$ cat src/rtl/input_debouncer_pkg.sv
// Shared definitions for the multi-channel input debouncer: per-channel state
// encoding and threshold / counter sizing helpers.
package input_debouncer_pkg;

    localparam int unsigned STATE_W = 2;

    typedef enum logic [STATE_W-1:0] {
        STABLE_LOW  = 2'd0,
        PEND_HIGH   = 2'd1,
        STABLE_HIGH = 2'd2,
        PEND_LOW    = 2'd3
    } deb_state_e;

    // Stable-time threshold in clock cycles, never below one cycle.
    function automatic int unsigned debounce_threshold(input int unsigned freq_hz,
                                                       input int unsigned time_us);
        int unsigned n;
        n = (freq_hz / 32'd1000000) * time_us;
        return (n < 32'd1) ? 32'd1 : n;
    endfunction

    // One bit of headroom above clog2 so the count never wraps.
    function automatic int unsigned counter_width(input int unsigned n);
        return $unsigned($clog2(n)) + 32'd1;
    endfunction

endpackage

$ cat src/rtl/input_debouncer_channel.sv
// One debounce lane: 2-flop synchronizer, stable/pending FSM with a stability
// counter, registered level and one-cycle edge pulses.
module debounce_channel
    import input_debouncer_pkg::*;
#(
    parameter int unsigned THRESHOLD = 1
) (
    input  logic clock,
    input  logic reset,
    input  logic raw_input,
    output logic debounced,
    output logic rise,
    output logic fall
);

    localparam int unsigned CNT_W = counter_width(THRESHOLD);
    localparam logic [CNT_W-1:0] LAST_COUNT = CNT_W'(THRESHOLD - 32'd1);

    logic             sync1;
    logic             sync2;
    deb_state_e       state;
    deb_state_e       state_n;
    logic [CNT_W-1:0] count;
    logic [CNT_W-1:0] count_n;
    logic             debounced_n;
    logic             rise_n;
    logic             fall_n;

    always_ff @(posedge clock) begin
        if (reset) begin
            sync1     <= 1'b0;
            sync2     <= 1'b0;
            state     <= STABLE_LOW;
            count     <= '0;
            debounced <= 1'b0;
            rise      <= 1'b0;
            fall      <= 1'b0;
        end else begin
            sync1     <= raw_input;
            sync2     <= sync1;
            state     <= state_n;
            count     <= count_n;
            debounced <= debounced_n;
            rise      <= rise_n;
            fall      <= fall_n;
        end
    end

    // A pending state needs THRESHOLD further agreeing samples before it commits.
    always_comb begin
        state_n     = state;
        count_n     = count;
        debounced_n = debounced;
        rise_n      = 1'b0;
        fall_n      = 1'b0;
        case (state)
            STABLE_LOW: begin
                if (sync2) begin
                    state_n = PEND_HIGH;
                    count_n = '0;
                end
            end
            PEND_HIGH: begin
                if (!sync2) begin
                    state_n = STABLE_LOW;
                    count_n = '0;
                end else if (count == LAST_COUNT) begin
                    state_n     = STABLE_HIGH;
                    count_n     = '0;
                    debounced_n = 1'b1;
                    rise_n      = 1'b1;
                end else begin
                    count_n = count + CNT_W'(1);
                end
            end
            STABLE_HIGH: begin
                if (!sync2) begin
                    state_n = PEND_LOW;
                    count_n = '0;
                end
            end
            PEND_LOW: begin
                if (sync2) begin
                    state_n = STABLE_HIGH;
                    count_n = '0;
                end else if (count == LAST_COUNT) begin
                    state_n     = STABLE_LOW;
                    count_n     = '0;
                    debounced_n = 1'b0;
                    fall_n      = 1'b1;
                end else begin
                    count_n = count + CNT_W'(1);
                end
            end
            default: begin
                state_n     = STABLE_LOW;
                count_n     = '0;
                debounced_n = 1'b0;
            end
        endcase
    end

endmodule

$ cat src/rtl/input_debouncer.sv
// Multi-channel button/switch debouncer; each raw input gets its own
// independent synchronizer, filter and edge-pulse lane.
module input_debouncer
    import input_debouncer_pkg::*;
#(
    parameter int unsigned CLOCK_FREQUENCY  = 50000000,
    parameter int unsigned DEBOUNCE_TIME_US = 10000,
    parameter int unsigned WIDTH            = 4
) (
    input  logic             clock,
    input  logic             reset,
    input  logic [WIDTH-1:0] raw_input,
    output logic [WIDTH-1:0] debounced,
    output logic [WIDTH-1:0] rise,
    output logic [WIDTH-1:0] fall
);

    localparam int unsigned THRESHOLD = debounce_threshold(CLOCK_FREQUENCY, DEBOUNCE_TIME_US);

    for (genvar i = 0; i < int'(WIDTH); i++) begin : g_channel
        debounce_channel #(
            .THRESHOLD (THRESHOLD)
        ) u_channel (
            .clock     (clock),
            .reset     (reset),
            .raw_input (raw_input[i]),
            .debounced (debounced[i]),
            .rise      (rise[i]),
            .fall      (fall[i])
        );
    end

endmodule

$ cat config.mk
export PLATFORM = sky130hd
export DESIGN_NAME = input_debouncer
export DESIGN_NICKNAME = d
export VERILOG_FILES = /design/src/rtl/input_debouncer_pkg.sv /design/src/rtl/input_debouncer_channel.sv /design/src/rtl/input_debouncer.sv
export SDC_FILE = /design/constraint.sdc
export NUM_CORES = 1
export LEC_CHECK = 0
export BUFFER_PORTS_ARGS = -buffer_cell sky130_fd_sc_hd__buf_2
export CAP_MARGIN = 5
export CORE_MARGIN = 2
export CORE_UTILIZATION = 60
export CTS_CLUSTER_DIAMETER = 120
export CTS_CLUSTER_SIZE = 30
export DETAILED_ROUTE_END_ITERATION = 12
export PLACE_DENSITY = 0.84
export REMOVE_ABC_BUFFERS = 1
export SYNTH_ARGS = -nofsm -noshare
export SYNTH_HDL_FRONTEND = slang
export SYNTH_HIERARCHICAL = 1
export SYNTH_SLANG_ARGS = --single-unit
export TNS_END_PERCENT = 1
$ cat constraint.sdc
create_clock -name clock -period 5.15 [get_ports clock]
set_clock_uncertainty 0.05 [all_clocks]
set_input_delay 1.03 -clock clock [delete_from_list [all_inputs] [get_ports clock]]
set_output_delay 1.03 -clock clock [all_outputs]
set_load 0.005 [all_outputs]
==> reports/qor.csv <==
stage,metric,value,unit
die,starting density of the core,0.612,
global_route,largest net degree at the start of global routing,64,
timing,fmax,0.369,GHz
clocking,clock sinks,108,
timing,Tightest Pin Transition,0.927,ns
clocking,CTS tree,done,
layout,most frequent cells in the layout,"108 x dfxtp_1, 53 x nand3_1, 49 x a21oi_1, 45 x nor2_1, 42 x nand2_1",
global_route,vias in the first global route,4242,
layout,Filler cells,768,
power_and_ir_drop,Max VDD drop,0.175,mV
power_and_ir_drop,PD cells,251,mW/mm^2
setup_path,CP cell instances,ha_1 > and4_1 > and4_1 > a211oi_2 > buf_4 > or2b_1 > a31oi_1,
setup_path,"Top cell by count, worst path",and4_1,
global_route,global-route wire length before repair,18700,um
logic_synthesis,synthesized-area fraction occupied by and/or/nand/nor cells,0.310,
detailed_routing,WL met3,504,um
setup_path,max incr delay on CP,0.77,ns
logic_synthesis,post-synthesis compound-gate area fraction,0.194,
timing,fin. max-slew vios,0,
timing,RSZ-0062 raised after global routing,false,
detailed_routing,WL met2,5330,um
die,Core Area,0.00915,sq mm
die,chip height,101,um
logic_synthesis,largest family of logic cells by synthesized area,simple AND/OR/NAND/NOR gates,
detailed_routing,total number of vias,4669,
layout,Area growth syn-to-layout,3.38,%
global_route,total track usage,0.221,
detailed_routing,wl on met1,4970,um
setup_path,end point of the critical path,g_channel[0].u_channel/count[10],
clocking,root buffer cell,clkbuf_8,
setup_path,Worst path slowest cell,a211oi_2,
global_route,antenna violations before repair,0,
clocking,Max H-tree Level,3,
place,GP Congestion,0.922,
place,placed standard-cell area,0.00558,sq mm
setup_path,crit path capture type,flop,
detailed_routing,antenna-violating nets left,0,
clocking,Post-CTS Setup Inserts,0,
global_route,global route total overflow,0,
detailed_routing,WL/cell,14.5,um
setup_path,worst r2r path cells,7,
hold_path,Tightest Hold Check Type,reg -> reg,
place,Buffers on Ports,17,
clocking,clk slew on worst S/H paths,0.10,ns
timing,Final Cycle Share,0.526,
logic_synthesis,register area share after synthesis,0.386,
layout,Nets,647,
flow_run,Max Cap Viol,0,
die,Row Count,35,
setup_path,CP Class,reg -> reg,
setup_path,CP required,5.39,ns
logic_synthesis,#FFs+latches synth,108,
detailed_routing,First DRT Iteration DRCs,174,
logic_synthesis,Mean Syn Cell Area,8.79,sq um
detailed_routing,First-pass DRT Iterations,4,
logic_synthesis,YS warnings,6,
logic_synthesis,adder-cell share of the synthesized area,0.00894,
detailed_routing,DRC viols,0,
die,boundary pin count,18,
power_and_ir_drop,Lkg Pwr,1.92,nW
setup_path,critical path data arrival time,2.95,ns
detailed_routing,Max Used Layer,met4,
die,width of the die,101,um
status,status,finished clean,
layout,Sequential Area,0.00216,sq mm
logic_synthesis,library cells used by synthesis,57,
logic_synthesis,ys async rst share,0,
detailed_routing,routed vias/inst,6.21,
timing,Final setup viols,0,
setup_path,CP Launch Point,g_channel[0].u_channel/count[0],
timing,clock period minus worst slack,2.71,ns
layout,"most common cell after layout, fill and taps aside",dfxtp_1,
logic_synthesis,post-synthesis mux area share,0.0250,
setup_path,Reg-to-Reg End,g_channel[0].u_channel/count[10],
clocking,Skew-Pair Late Insertion Delay,0.35,ns
layout,ant diodes,0,
setup_path,top fanout value on the critical path,16,
layout,multi-input logic area,0.00308,sq mm
place,Post-DP HPWL,7580,um
clocking,Inserted Clock Buffers,9,
logic_synthesis,Synth Area in XOR/XNOR,0.0116,
layout,"Design Area, Final",0.00579,sq mm
clocking,clk buf depth,2,
logic_synthesis,Post-Syn Area,0.00560,sq mm
logic_synthesis,Synth Instances,637,
die,die footprint,0.0101,sq mm
clocking,cts repair resizes,0,
timing,sum of negative setup slack,0,ns
detailed_routing,detailed-route wire length,10900,um
setup_path,Worst setup SP type,flop,
setup_path,Reg2Reg Launch Point,g_channel[0].u_channel/count[0],
layout,share of post-route cells with drive strength above 1,0.126,
setup_path,R2R setup slack,2.44,ns
logic_synthesis,"EDFF count, synth",0,
logic_synthesis,Main synth FF type,dfxtp_1,
clocking,Post-CTS Hold Buffers,0,
timing,final hold vios,0,
timing,Max-slew headroom,0.381,
-- metal layers --
metal / global-route usage / up-vias
li1: - / 2365
met1: 0.290 / 2204
met2: 0.372 / 94
met3: 0.0485 / 6
met4: 0.0495 / 0
met5: 0 / -
-- how the worst min path moves through the flow --
stage / slack (ns) / from / end / depth (start not counted)
after detailed placement: 0.38 / g_channel[1].u_channel/sync1 / g_channel[1].u_channel/sync2 / 1
after global routing: 0.42 / g_channel[2].u_channel/sync1 / g_channel[2].u_channel/sync2 / 1
final: 0.40 / g_channel[2].u_channel/sync1 / g_channel[2].u_channel/sync2 / 1
after global placement: 0.37 / g_channel[2].u_channel/sync1 / g_channel[2].u_channel/sync2 / 1
after floorplan: 0.36 / g_channel[0].u_channel/sync1 / g_channel[0].u_channel/sync2 / 1
after CTS: 0.41 / g_channel[3].u_channel/sync1 / g_channel[3].u_channel/sync2 / 1
-- worst max-delay path, delay by kind of cell (launching register included) --
family / cells / cell delay (ns)
adders and majority gates: 1 / 0.26
DFF: 1 / 0.36
and+or+nand+nor: 3 / 0.71
buffers and inverters: 1 / 0.34
AOI/OAI and AO/OA: 2 / 0.92
-- stage by stage --
| step | setup slack, ns | total power, mW | util | instances | hold WS (ns) |
|---|---|---|---|---|---|
| after floorplan | 2.53 | 0.909 | - | 605 | 0.364 |
| after global placement | 2.35 | 0.931 | 0.609 | 737 | 0.372 |
| after detailed placement | 2.33 | 0.934 | 0.609 | 737 | 0.381 |
| after CTS | 2.43 | 1.47 | 0.632 | 752 | 0.407 |
| after global routing | 2.23 | 1.51 | 0.632 | 752 | 0.420 |
| final | 2.44 | 1.45 | 0.632 | 752 | 0.402 |
-- flip-flops by register name (all words and copies together), names as in the netlist, named ones only --
register                       count
g_channel.u_channel/rise           4
g_channel.u_channel/sync1          4
g_channel.u_channel/sync2          4
g_channel.u_channel/state          4
g_channel.u_channel/debounced      4
g_channel.u_channel/fall           4
g_channel.u_channel/count         80
-- synth_stat cells (all sizes together) (8+ instances only) --
library cell	n	area (sq um)
nand2b	17	106
mux2i	14	140
a31oi	40	314
or3	9	56.3
nor4	19	174
clkbuf	14	62.6
and3	8	50.1
inv	23	86.3
nand3	55	293
nand4	21	186
nand2	46	183
nor2b	17	106
a21oi	58	324
nor2	45	169
nor3	19	110
o21ai	22	110
buf	18	211
dfxtp	108	2160
and4	10	87.6
o311ai	9	78.8
-- where the power goes --
group / internal, mW / leakage (nW) / total [mW] / switching, mW
clock network: 0.263 / 0.109 / 0.536 / 0.272
registers: 0.843 / 0.872 / 0.852 / 0.00937
logic: 0.0219 / 0.941 / 0.0630 / 0.0412
total: 1.13 / 1.92 / 1.45 / 0.323
-- final cells by class --
cell class | instances | share of cell area
clock inverters | 3 | 0.00757
clock buffers | 12 | 0.0285
inverters | 23 | 0.0149
well taps | 111 | 0.0240
flip-flops and latches | 108 | 0.374
repair buffers | 21 | 0.0199
multi-input cells | 474 | 0.531
-- cells by family after synthesis --
logic type,Yosys count
AOI/OAI and AO/OA,159
xor gates and xnor gates,4
adders and majority gates,4
buffers and inverters,55
DFF,108
muxes,14
and+or+nand+nor,293
Note: power is estimated with default switching activity, not from simulation.
